[src/rtl/bpsk_symbol_ctrl.sv]
// bpsk_symbol_ctrl -- symbol sequencer for a LUT-based BPSK modulator.
//
// Takes one DATA_WIDTH-bit word per frame and walks the carrier LUT address
// (sample_idx) through SAMPLE_NUMBER samples per symbol. Each symbol's
// polarity is given on sym_bit. A frame can optionally begin with an
// alternating 1,0,1,... preamble of PREAMBLE_LEN symbols. The frame then
// sends the word MSB first. A new word offered during the last sample of a
// frame is chained into the next frame with no gap and no preamble.
//
// Build option:
//   BPSK_CTRL_PREAMBLE_EN  defined   -> PREAMBLE state and counter present
//                          undefined -> accept goes straight to DATA
//
// Ports:
//   clk, rst        rising-edge clock, asynchronous active-high reset
//   en              global advance enable (freezes everything when low)
//   s_data/s_valid  word input; s_ready indicates acceptance (with en)
//   sample_idx      carrier LUT address
//   sym_bit         1 = +sine, 0 = -sine
//   sym_valid       modulator output meaningful (not IDLE)
//   sym_start       first sample of a symbol
//   frame_done      one-cycle pulse on the last sample of a frame
//   busy            state is not IDLE
module bpsk_symbol_ctrl #(
  parameter int SAMPLE_NUMBER = 256,
  parameter int DATA_WIDTH    = 12,
  parameter int PREAMBLE_LEN  = 8
) (
  input  logic                             clk,
  input  logic                             rst,
  input  logic                             en,
  input  logic [DATA_WIDTH-1:0]            s_data,
  input  logic                             s_valid,
  output logic                             s_ready,
  output logic [$clog2(SAMPLE_NUMBER)-1:0] sample_idx,
  output logic                             sym_bit,
  output logic                             sym_valid,
  output logic                             sym_start,
  output logic                             frame_done,
  output logic                             busy
);

  localparam int SW      = $clog2(SAMPLE_NUMBER);
  localparam int CNT_MAX = (DATA_WIDTH > PREAMBLE_LEN) ? DATA_WIDTH : PREAMBLE_LEN;
  localparam int CW      = (CNT_MAX > 1) ? $clog2(CNT_MAX) : 1;

  typedef enum logic [1:0] {IDLE, PREAMBLE, DATA} state_t;

  state_t                state_q, state_d;
  logic [SW-1:0]         sample_q, sample_d;
  logic [CW-1:0]         cnt_q, cnt_d;
  logic [DATA_WIDTH-1:0] shreg_q, shreg_d;

  logic last_sample;
  logic last_data;
  logic accept;

  always_ff @(posedge clk or posedge rst) begin
    if (rst) begin
      state_q  <= IDLE;
      sample_q <= '0;
      cnt_q    <= '0;
      shreg_q  <= '0;
    end else begin
      state_q  <= state_d;
      sample_q <= sample_d;
      cnt_q    <= cnt_d;
      shreg_q  <= shreg_d;
    end
  end

  always_comb begin
    state_d  = state_q;
    sample_d = sample_q;
    cnt_d    = cnt_q;
    shreg_d  = shreg_q;

    // SAMPLE_NUMBER is a power of two, so the all-ones index is the symbol end
    // and the +1 below wraps to 0 on its own.
    last_sample = (sample_q == {SW{1'b1}});
    last_data   = (state_q == DATA) && last_sample && (cnt_q == CW'(DATA_WIDTH - 1));

    // rst gating keeps s_ready low for the whole reset pulse, not just after
    // the first edge.
    s_ready    = en && !rst && ((state_q == IDLE) || last_data);
    accept     = s_valid && s_ready;
    frame_done = en && last_data;
    sym_valid  = (state_q != IDLE);
    busy       = (state_q != IDLE);
    sym_start  = sym_valid && (sample_q == '0);
    sample_idx = sample_q;

    case (state_q)
`ifdef BPSK_CTRL_PREAMBLE_EN
      PREAMBLE: sym_bit = ~cnt_q[0];  // symbol 0 -> 1, symbol 1 -> 0, ...
`endif
      DATA:     sym_bit = shreg_q[DATA_WIDTH-1];
      default:  sym_bit = 1'b0;
    endcase

    if (en) begin
      case (state_q)
        IDLE: begin
          if (accept) begin
            shreg_d  = s_data;
            sample_d = '0;
            cnt_d    = '0;
`ifdef BPSK_CTRL_PREAMBLE_EN
            state_d  = PREAMBLE;
`else
            state_d  = DATA;
`endif
          end
        end
`ifdef BPSK_CTRL_PREAMBLE_EN
        PREAMBLE: begin
          sample_d = sample_q + SW'(1);
          if (last_sample) begin
            if (cnt_q == CW'(PREAMBLE_LEN - 1)) begin
              cnt_d   = '0;
              state_d = DATA;
            end else begin
              cnt_d = cnt_q + CW'(1);
            end
          end
        end
`endif
        DATA: begin
          sample_d = sample_q + SW'(1);
          if (last_sample) begin
            shreg_d = shreg_q << 1;
            if (last_data) begin
              cnt_d = '0;
              // A chained word starts its data immediately: no preamble.
              if (accept) begin
                shreg_d = s_data;
              end else begin
                shreg_d = '0;
                state_d = IDLE;
              end
            end else begin
              cnt_d = cnt_q + CW'(1);
            end
          end
        end
        default: state_d = IDLE;
      endcase
    end
  end

endmodule

[config.mk]
export PLATFORM = sky130hd
export DESIGN_NAME = bpsk_symbol_ctrl
export DESIGN_NICKNAME = d
export VERILOG_FILES = /design/src/rtl/bpsk_symbol_ctrl.sv
export SDC_FILE = /design/constraint.sdc
export NUM_CORES = 1
export LEC_CHECK = 0
export ABC_AREA = 1
export ABC_CLOCK_PERIOD_IN_PS = 2630
export BUFFER_PORTS_ARGS = -buffer_cell sky130_fd_sc_hd__buf_2
export CAP_MARGIN = 30
export CORE_MARGIN = 2
export CORE_UTILIZATION = 30
export CTS_CLUSTER_DIAMETER = 50
export CTS_CLUSTER_SIZE = 14
export DETAILED_ROUTE_END_ITERATION = 6
export PLACE_DENSITY = 0.56
export SLEW_MARGIN = 20
export SYNTH_ARGS = -nofsm -noshare
export SYNTH_HDL_FRONTEND = slang
export SYNTH_SLANG_ARGS = --single-unit
export TNS_END_PERCENT = 1
[constraint.sdc]
create_clock -name clk -period 2.63 [get_ports clk]
set_clock_uncertainty 0.15 [all_clocks]
set_input_delay 0.526 -clock clk [delete_from_list [all_inputs] [get_ports clk]]
set_output_delay 0.526 -clock clk [all_outputs]
set_load 0.01 [all_outputs]
After elaboration in Yosys (flattened, before gate mapping):

Index checks and enable logic that the tools add are counted.
Widths: inputs -> output; s select.

* register bits after elaboration: 26
* input port bits: 16
* output and inout bits: 14
* logic and storage cells: 46

* add/sub/neg operators: 2
* equal/unequal tests: 7
* mux-type cells: 17
* reduce and logical (&&, ||, !) cells: 16

Operators with widths (number)
* $mux 12: 4
* $pmux 12 s2: 1
* $pmux 8 s2: 1
* $mux 4: 3
* $add 8x1->8 const B: 1
* $eq 8x8->1 const B: 1
* $logic_not 8->1: 1
* $mux 2: 4
* $mux 8: 1
* $ne 2x2->1 const B: 4
* $pmux 4 s2: 1
* $logic_and 1x1->1: 7
* $reduce_and 5->1: 1
* $add 4x1->4 const B: 1
* $eq 4x4->1 const B: 1
* $pmux 2 s2: 1
* $reduce_and 4->1: 1
* $reduce_bool 2->1: 2
* $reduce_and 3->1: 1
* $eq 2x2->1 const B: 1
* $logic_not 2->1: 1
* $logic_not 1->1: 1
* $logic_or 1x1->1: 1
* $mux 1: 1

Depth between registers and ports, before layout:

Gate-level depths: netlist of the first run.

* depth after elaboration: 10
* gate-level depth with buffers: 17
* mapped depth without buffers: 17

Worst setup path after synthesis of the first run:

OpenSTA, ideal clock, no wires.

* path type: flip-flop to flip-flop
* start point: reg sample_q[1], in the netlist sample_idx[1]
* end point: reg sample_q[4], in the netlist sample_idx[4]
* library setup time: 0.121 ns
* arrival time: 1.907 ns
* path slack: 0.452 ns
* stages on the path, launching flop included: 18
* buffers on the path: 0
* clock period less this slack: 2.178 ns
* cell sequence: dfrtp_1 > ha_1 > nand2_1 > nor2_1 > nand3_1 > nand2_2 > nand3_2 > ha_1 > inv_1 > nand2_1 > inv_1 > nand3_1 > nor2_1 > inv_1 > nor2_1 > inv_1 > nand2_1 > a21oi_1

* word-level cells in the longest chain between the ends: 8
* elaborated cells on any way between the ends: 10
* those cells by class: add/sub: 1; eq/ne: 2; mux: 1; reduce/logical: 6

RTL lines
* start: declaration: line 50 `logic [SW-1:0] sample_q, sample_d;`
* start signal: assignment: line 66 `sample_q <= sample_d;`
* $eq 8x8->1: line 80 `last_sample = (sample_q == {SW{1'b1}});`
* $logic_and 1x1->1 (2 in series): line 81 `last_data = (state_q == DATA) && last_sample && (cnt_q == CW'(DATA_WIDTH - 1));`
* $logic_or 1x1->1: line 85 `s_ready = en && !rst && ((state_q == IDLE) || last_data);`
* $logic_and 1x1->1: line 85
* $logic_and 1x1->1: line 86 `accept = s_valid && s_ready;`
* $ne 2x2->1 (no source line)
* $reduce_and 3->1 (no source line)

Several ways; a longest one is shown, not always the timed one.
A chain may end at the register's enable or synchronous reset.

Final worst setup path of the first run:

* start point: reg sample_q[0], in the netlist sample_idx[0]
* end point: out s_ready

* word-level cells in the longest chain between the ends: 5

RTL lines
* $eq 8x8->1: line 80
* $logic_and 1x1->1 (2 in series): line 81
* $logic_or 1x1->1: line 85
* $logic_and 1x1->1: line 85
* end: declaration: line 34 `output logic s_ready,`

Every way passes these cells.

==> results.md, run 1 <==
* Outcome: finished, final reports clean
* Largest net degree at the start of global routing at 26
* Actual slew at the worst max-slew pin at 0.3979 ns
* Drt total wl at 3017 um
* Area grow syn2layout at 17.35%
* Post-synth cell types at 22
* Final ANT Viol Nets at 0
* Gpl congestion at 0.7649
* Syn. warnings at 0
* Drt wl/cell at 10.97 um
* Starting Density at 31.69%
* Tot GR Track Use at 12.41%
* RSZ-0062 raised after global routing: no
* First-pass GRT wire length at 5064 um
* Root buf cell: clkbuf_8
* Peak VDD IR at 290.8 uV
* CTS H-tree depth at 1
* Vias in the first global route at 1124
* Clock Path Buffers at 2
* Mapped Cells at 193
* Endpoints failing setup at 0
* First drt pass iteration count at 4
* Syn_nets at ~210
* Post-CTS Hold Buffers at 0
* Clk_lat worst skew at 0.27 ns
* Layout net count at 244
* PortBufs at 29
* HPWL Detailed at 2261 um
* Final Hold Fails at 0
* Rel. slew slack at approximately 73%
* Total negative slack at 0 ns
* Worst setup EP type: output pin
* DR vias at 1245
* Overflow after GRT at 0
* Minimum clock period at 2.428 ns
* Most frequent cells in the layout: nor2_1 (45), nand2_1 (35), inv_1 (32)
* Post-CTS sizing at 0
* WP data arrival at 1.75 ns
* Critical Path RT at 1.95 ns
* Number of buffers created by CTS at 3
* Total inserted antenna cells at 0
* Fmax achieved at 0.4119 GHz
* Ports at 30
* Synthesized cell area at around 1400 sq um
* Initial antenna violation count at 0
* Core area at roughly 4400 sq um
* Slew Viols, Final at 0
* Post-synthesis sequential area ratio at ~45%
* Syn_area_per_cell at 7.248 sq um
* CTS tree: done
* Initial DRC count at 106
* Tot Pwr at 1.595 mW
* Synth Register Bits at 25
* Die Y at 72.29 um
* Crit Path Class: register to output pin
* Hold crit path type: input pin to async pin
* Share of cells above drive strength 1 at between 15 and 20%
* Die width at 72.29 um
* Clock transition at path regs at 0.09 ns
* Die area at 5225 sq um
* DRC Markers at 0
* Leakage at 0.8676 nW
* # Post-CTS Setup Buffers at 0
* CTS Sinks at 25
* Max Cap Viol at 0
* Vias per Instance at 4.527
* CP startpoint kind: register
* Commonest non-fill, non-tap cell in the layout: nor2_1
* Power Density at between 900 and 1000 nW/um^2
* Max FO, Critical Path at 4
* Final Cycle Share at 92.30%
* Rows at 24
-- cells by family after synthesis --
family	Yosys count	share of synthesized area [%]
AOI/OAI and AO/OA	27	10.38
xor gates and xnor gates	3	1.879
adders and majority gates	4	3.578
buffers and inverters	38	11.36
DFF	25	44.72
and+or+nand+nor	96	28.09
-- Yosys cell counts --
cell type	number	area, sq um
buf_4	1	7.510
a21oi_1	14	70.07
ha_1	4	50.05
nand3_2	1	10.01
nor2_1	45	168.9
a21boi_0	1	7.510
buf_6	1	11.26
o31ai_1	2	15.01
nand2_1	35	131.4
a31oi_1	2	12.51
inv_1	32	120.1
nand3_1	8	40.04
xnor2_1	1	8.760
xor2_1	2	17.52
nor2_2	1	6.260
nand4_1	1	6.260
nand2_2	3	18.77
nor3_1	1	5.000
dfrtp_1	25	625.6
buf_2	4	20.02
o21ai_0	8	40.04
nor4_1	1	6.260
-- registers in the layout, summed over array words and instances (netlist names) --
name / cells
cnt_q: 4
sample_idx: 8
shreg_q: 12
state_q: 1
-- final timing paths --
check | depth (start not counted) | end | slack (ns) | startpoint
setup / recovery | 6 | s_ready | 0.20 | sample_idx[0]
hold / removal | 3 | cnt_q[0] | 0.19 | rst
setup reg to reg | 14 | sample_idx[7] | 0.33 | sample_idx[0]
hold reg to reg | 1 | sample_idx[7] | 0.33 | sample_idx[7]
max in group asynchronous | 3 | shreg_q[3] | 1.89 | rst
min in group clk | 3 | shreg_q[10] | 0.33 | s_data[10]
-- per-stage QoR --
stage,area [sq um],hold slack (ns),cells,worst slack (ns),util [%]
finish,1642,0.1873,275,0.2024,37.19
global route,1642,0.2186,275,0.06664,37.19
CTS,1642,0.1956,275,0.1608,37.19
detailed placement,1593,0.3244,271,0.3443,36.08
global placement,1593,0.3312,271,0.3477,36.08
floorplan,1399,0.3290,193,0.4521,-
-- layer usage --
metal | part of all wire (%) | up-vias | wire length [um] | global-route usage [%]
met4 | 1.4 | 0 | 42 | 5.031
met3 | 3.5 | 4 | 105 | 2.083
met1 | 46 | 562 | 1388 | 15.98
met5 | 0 | - | 0 | 0
li1 | - | 652 | - | -
met2 | 49 | 27 | 1480 | 20.69
-- report_power, final --
| group | internal (mW) | total, mW | switching [mW] |
|---|---|---|---|
| Combinational | 0.277 | 0.719 | 0.442 |
| Sequential | 0.536 | 0.638 | 0.102 |
| Clock | 0.108 | 0.238 | 0.130 |
-- layout make-up --
type | instances | area [sq um]
multi-input cells | 130 | 614.3
well taps | 52 | 65.06
repair buffers | 32 | 167.7
flip-flops and latches | 25 | 625.6
clock inverters | 1 | 7.507
clock buffers | 3 | 41.29
inverters | 32 | 120.1
fillers | 479 | 2773
-- worst max-delay path, stage by stage (launching register included) --
cell and delay (ns):
dfrtp_1 0.39, ha_1 0.21, nand2_1 0.07, nor2_1 0.13, nand3_1 0.14, a21boi_0 0.33, buf_2 0.20
No activity file was read; power rests on OpenSTA's default activity.
==> run 2, diff against run 1 <==
Settings changed: GPL_TIMING_DRIVEN set to 0.
==> run 2 against run 1 <==
Compared with the run above: hold slack worse by 0.016 ns; register-to-register slack worse by 0.05 ns; design area up 3.1%; global-route usage down 0.23 points; critical endpoint unchanged; critical path type unchanged; total power up 1.7%; sequential share of layout area down 1.2 points; setup slack better by 0.049 ns.
==> results.md, run 2 (same netlist as run 1, synthesis figures left out) <==
* Actual slew at the worst max-slew pin at 0.5952 ns (+0.1974 ns)
* WP data arrival at 1.70 ns (-0.05 ns)
* Register share of total power at 39.8% (-0.2 points)
* Vias in the first global route at 1104 (-1.8%)
* Minimum clock period at 2.378 ns (-0.04928 ns)
* Tot Pwr at 1.622 mW (+1.7%)
* Post-CTS Hold Buffers at 0 (unchanged)
* Slew Viols, Final at 0 (unchanged)
* DRC Markers at 0 (unchanged)
* Reg2reg start: sample_idx[0]
* FILL cells at 480 (+0.21%)
* Tot GR Track Use at 12.18% (-0.23 points)
* Drt total wl at 2947 um (-2.3%)
* Clk_lat worst skew at 0.27 ns (about the same)
* Endpoints failing setup at 0 (unchanged)
* Root buf cell: clkbuf_8
* Layout net count at 249 (+2.0%)
* Number of buffers created by CTS at 3 (unchanged)
* First-pass GRT wire length at 4940 um (-2.4%)
* Comb pwr share at 45.5% (+0.4 points)
* Die Y at 72.29 um (unchanged)
* Final Hold Fails at 0 (unchanged)
* Switch Pwr at 671.4 uW (-0.50%)
* Leakage at 0.8973 nW (+3.4%)
* Initial antenna violation count at 0 (unchanged)
* PortBufs at 29 (unchanged)
* Critical Path RT at 1.95 ns (about the same)
* Crit Path Class: register to output pin
* Outcome: finished, final reports clean
* Clock Power Share at 14.7% (-0.2 points)
* Vias per Instance at 4.389 (-3.0%)
* Internal at 950.7 uW (+3.3%)
* Pre-CTS setup slack at 0.1590 ns (-0.1853 ns)
* Overflow after GRT at 0 (unchanged)
* Critical Path Source: sample_idx[0]
* Drt wl/cell at 10.53 um (-4.1%)
* Largest net degree at the start of global routing at 16 (-38%)
* Fmax achieved at 0.4205 GHz (+2.1%)
* Switch share at 41.39% (-0.91 points)
* Die width at 72.29 um (unchanged)
* Max reg flops at 12 (unchanged)
* Gpl congestion at 0.8226 (+7.5%)
* RSZ-0062 raised after global routing: no
* CTS Sinks at 25 (unchanged)
* Total inserted antenna cells at 0 (unchanged)
* Rel. slew slack at 60.27% (-13 points)
* Area grow syn2layout at 21.02%
* Post-CTS sizing at 0 (unchanged)
* First drt pass iteration count at 4 (unchanged)
* Initial DRC count at 60 (-43%)
* DR vias at 1229 (-1.3%)
* Setup ws final at 0.2517 ns (+0.04928 ns)
* Final ANT Viol Nets at 0 (unchanged)
* Clock Path Buffers at 2 (unchanged)
* Share of cells above drive strength 1 at 20.18% (+1.8 points)
* CTS H-tree depth at 1 (unchanged)
* Max FO, Critical Path at 4 (unchanged)
* Worst setup EP type: output pin
* Final Cycle Share at 90.43% (-1.9 points)
* Rows at 24 (unchanged)
* Most frequent cells in the layout: nor2_1 (45), nand2_1 (35), buf_2 (33)
* Ports at 30 (unchanged)
* Max Cap Viol at 0 (unchanged)
* Hold crit path type: input pin to async pin
* Die area at 5225 sq um (unchanged)
* # Post-CTS Setup Buffers at 0 (unchanged)
* CTS tree: done
* HPWL Detailed at 2269 um (+0.33%)
* Commonest non-fill, non-tap cell in the layout: nor2_1
* Power Density at 958.2 nW/um^2 (-1.4%)
* Peak VDD IR at 345.9 uV (+19%)
* Core area at 4414 sq um (unchanged)
* Clock transition at path regs at 0.10 ns (about the same)
* Starting Density at 31.69% (unchanged)
* Biggest register: shreg_q
* CP startpoint kind: register
## run 2: changes by cell type in the layout (fill, tap and decap cells not counted)
cell,before,now
buf_16,0,1
buf_2,29,33
buf_4,3,2
buf_6,0,1
## run 2: path summary, 6_finish.rpt
| check | to | slack [ns] | cells past startpoint |
|---|---|---|---|
| hold / removal | cnt_q[3] | 0.17 | 2 |
| min in group clk | shreg_q[10] | 0.32 | 3 |
| max in group asynchronous | sample_idx[3] | 1.67 | 3 |
| setup / recovery | s_ready | 0.25 | 6 |
| hold reg to reg | sample_idx[7] | 0.34 | 1 |
| setup reg to reg | sample_idx[4] | 0.28 | 17 |
## run 2: cell type report
class	instances	area, sq um	area share [%]
Sequential cell	25	625.6	36.95
Multi-Input combinational cell	130	614.3	36.29
Timing Repair Buffer	31	180.2	10.64
Inverter	32	120.1	7.095
Tap cell	52	65.06	3.843
Clock buffer	3	41.29	2.439
Buffer	6	38.79	2.291
Clock inverter	1	7.507	0.4435
## run 2: power groups by stage
| stage | registers, mW | logic (mW) | clock network [mW] |
|---|---|---|---|
| after detailed placement | 0.657 | 0.738 | 0 |
| after global placement | 0.653 | 0.729 | 0 |
| final | 0.646 | 0.738 | 0.238 |
| after global routing | 0.673 | 0.865 | 0.259 |
| after CTS | 0.649 | 0.743 | 0.249 |
| after floorplan | 0.650 | 0.531 | 0 |
## run 2: critical path: stages, from the launching register on
cell	delay, ns
dfrtp_1	0.40
ha_1	0.20
nand2_1	0.06
nor2_1	0.13
nand3_1	0.15
a21boi_0	0.29
buf_2	0.19
## run 2: metal layers
| metal | vias to the layer above | global-route usage [%] | routed length (um) |
|---|---|---|---|
| li1 | 663 | - | - |
| met4 | 0 | 5.660 | 58 |
| met1 | 549 | 16.96 | 1456 |
| met5 | - | 0 | 0 |
| met2 | 13 | 18.76 | 1379 |
| met3 | 4 | 1.667 | 53 |
## run 2: through the flow
| stage | instance area, sq um | TNS [ns] | util [%] | hold slack (ns) | cells |
|---|---|---|---|---|---|
| after floorplan | 1399 | 0 | - | 0.3290 | 193 |
| after detailed placement | 1637 | 0 | 37.07 | 0.3292 | 275 |
| final | 1693 | 0 | 38.35 | 0.1718 | 280 |
| after global routing | 1693 | 0 | 38.35 | 0.2053 | 280 |
| after CTS | 1685 | 0 | 38.18 | 0.1966 | 279 |
| after global placement | 1609 | -0.5492 | 36.45 | 0.3321 | 274 |
==> run 3, diff against run 2 <==
Settings changed: ABC_CLOCK_PERIOD_IN_PS 2630 to 2900, CORE_MARGIN 2 to unset.
Clock period 2.63 ns to 2.9 ns, I/O delays scaled along.
==> run 3 against run 2 <==
Compared with the run above: hold slack better by 0.050 ns; final cell count shrank 0.36%; via count increased by 1.3%; register-to-register slack better by 0.20 ns; critical path type unchanged; largest power group unchanged.
==> results.md, run 3 (same netlist as run 1, synthesis figures left out) <==
* Setup ws final at 0.4434 ns (+0.1917 ns)
* Vias per Instance at 4.462 (+1.7%)
* Rel. slew slack at 62.31% (+2.0 points)
* DRC Markers at 0 (unchanged)
* Gpl congestion at 0.7840 (-4.7%)
* Post-CTS Hold Buffers at 0 (unchanged)
* Clk_lat worst skew at 0.27 ns (about the same)
* Power Density at 869.0 nW/um^2 (-9.3%)
* Final ANT Viol Nets at 0 (unchanged)
* Largest net degree at the start of global routing at 15 (-1)
* R2R Setup Slk at 0.48 ns (+0.20 ns)
* Area grow syn2layout at 19.32%
* Overflow after GRT at 0 (unchanged)
* Die width at 70.29 um (-2.8%)
* RR Endpoint: sample_idx[6]
* Root buf cell: clkbuf_8
* Drt wl/cell at 10.55 um (+0.26%)
* GR peak layer: met2
* Number of buffers created by CTS at 3 (unchanged)
* CP startpoint kind: register
* Initial DRC count at 66 (+10%)
* Worst Setup EP: s_ready
* Starting Density at 31.69% (unchanged)
* Commonest non-fill, non-tap cell in the layout: nor2_1
* Post-layout util at 37.81% (-0.54 points)
* Worst setup EP type: output pin
* GR Layer Usage met3 at 1.876% (+0.21 points)
* Reg2reg start: sample_idx[1]
* Pre-CTS setup slack at 0.3704 ns (+0.2113 ns)
* Outcome: finished, final reports clean
* Worst path depth at 6 (unchanged)
* First drt pass iteration count at 4 (unchanged)
* Final Cycle Share at a little over four fifths
* FF-to-FF path depth at 16 (-1)
* Slowest CP cell: dfrtp_1
* Actual slew at the worst max-slew pin at 0.5647 ns (-0.03057 ns)
* Leakage at 0.8881 nW (-1.0%)
* CTS H-tree depth at 1 (unchanged)
* Minimum clock period at 2.457 ns
* Rows at 24 (unchanged)
* CP delay by family, top: flip-flops
* Final Hold Fails at 0 (unchanged)
* Peak VDD IR at 235.3 uV (-32%)
* Met2 Resource Use GR at 22.12% (+3.4 points)
* Biggest register: shreg_q
* Clock transition at path regs at 0.09 ns (about the same)
* CP max stage delay at 0.39 ns (about the same)
* Clock Path Buffers at 2 (unchanged)
* Slew Viols, Final at 0 (unchanged)
* CTS Sinks at 25 (unchanged)
* Endpoints failing setup at 0 (unchanged)
* Core area at 4414 sq um (unchanged)
* Share of cells above drive strength 1 at 19.38% (-0.79 points)
* CTS tree: done
* Drt total wl at 2944 um (-0.10%)
* Critical Path RT at 2.17 ns (+0.22 ns)
* Initial antenna violation count at 0 (unchanged)
* RSZ-0062 raised after global routing: no
* HPWL Detailed at 2261 um (-0.34%)
* Total inserted antenna cells at 0 (unchanged)
* Hold crit path type: input pin to async pin
* Die area at 4940 sq um (-5.5%)
* Ports at 30 (unchanged)
* Vias in the first global route at 1194 (+8.2%)
* Max FO, Critical Path at 4 (unchanged)
* Die Y at 70.29 um (-2.8%)
* Met1 GRT Util at 16.58% (-0.38 points)
* Worst path cell trace: ha_1 > nand2_1 > nor2_1 > nand3_1 > a21boi_0 > buf_2
* Critical Path Source: sample_idx[1]
* # Post-CTS Setup Buffers at 0 (unchanged)
* Crit Path Class: register to output pin
* WP buf/inv at 1 (unchanged)
* Max Cap Viol at 0 (unchanged)
* Fmax achieved at between 0.4 and 0.5 GHz
* Tot GR Track Use at 12.89% (+0.71 points)
* First-pass GRT wire length at 5154 um (+4.3%)
* WP data arrival at 1.73 ns (+0.03 ns)
* PortBufs at 29 (unchanged)
* Post-CTS sizing at 0 (unchanged)
* Max reg flops at 12 (unchanged)
* Layout net count at 248 (-0.40%)
* Most frequent cells in the layout: nor2_1 (45), nand2_1 (35), buf_2 (33)
* DR vias at 1245 (+1.3%)
* Total negative slack at 0 ns (unchanged)
[run 3: cell count changes in the layout (fill, tap and decap cells not counted), sizes merged]
cell      change
clkinvlp      -1
clkbuf        +1
buf           -1
[run 3: cell type report]
| type | count | area, sq um |
|---|---|---|
| Clock buffer | 4 | 45.04 |
| Fill cell | 487 | 2745 |
| Multi-Input combinational cell | 130 | 614.3 |
| Tap cell | 52 | 65.06 |
| Sequential cell | 25 | 625.6 |
| Buffer | 6 | 38.79 |
| Inverter | 32 | 120.1 |
| Timing Repair Buffer | 30 | 160.2 |
[run 3: power breakdown]
group	internal (mW)	switching (mW)
registers	0.486	0.0986
logic	0.269	0.389
clock network	0.0983	0.110
[run 3: worst min path at each step]
stage / slack [ns] / cells past startpoint / start / end
finish: 0.22 / 2 / rst / shreg_q[3]
global route: 0.26 / 2 / rst / cnt_q[3]
CTS: 0.25 / 2 / rst / shreg_q[2]
detailed placement: 0.33 / 1 / sample_idx[7] / sample_idx[7]
global placement: 0.33 / 1 / sample_idx[7] / sample_idx[7]
floorplan: 0.33 / 2 / cnt_q[1] / cnt_q[1]
[run 3: layer usage]
metal  routed length (um)  part of all wire, %
met5                    0                    0
met4                   33                  1.1
met3                   56                  1.9
met2                 1464                   50
met1                 1389                   47
[run 3: per-stage QoR]
stage	cells	hold WS [ns]	cell area, sq um	power (mW)
final	279	0.2215	1669	1.450
after CTS	279	0.2474	1669	1.474
after detailed placement	275	0.3310	1624	1.262
after floorplan	193	0.3290	1399	1.071
after global routing	279	0.2611	1669	1.612
after global placement	274	0.3302	1609	1.248
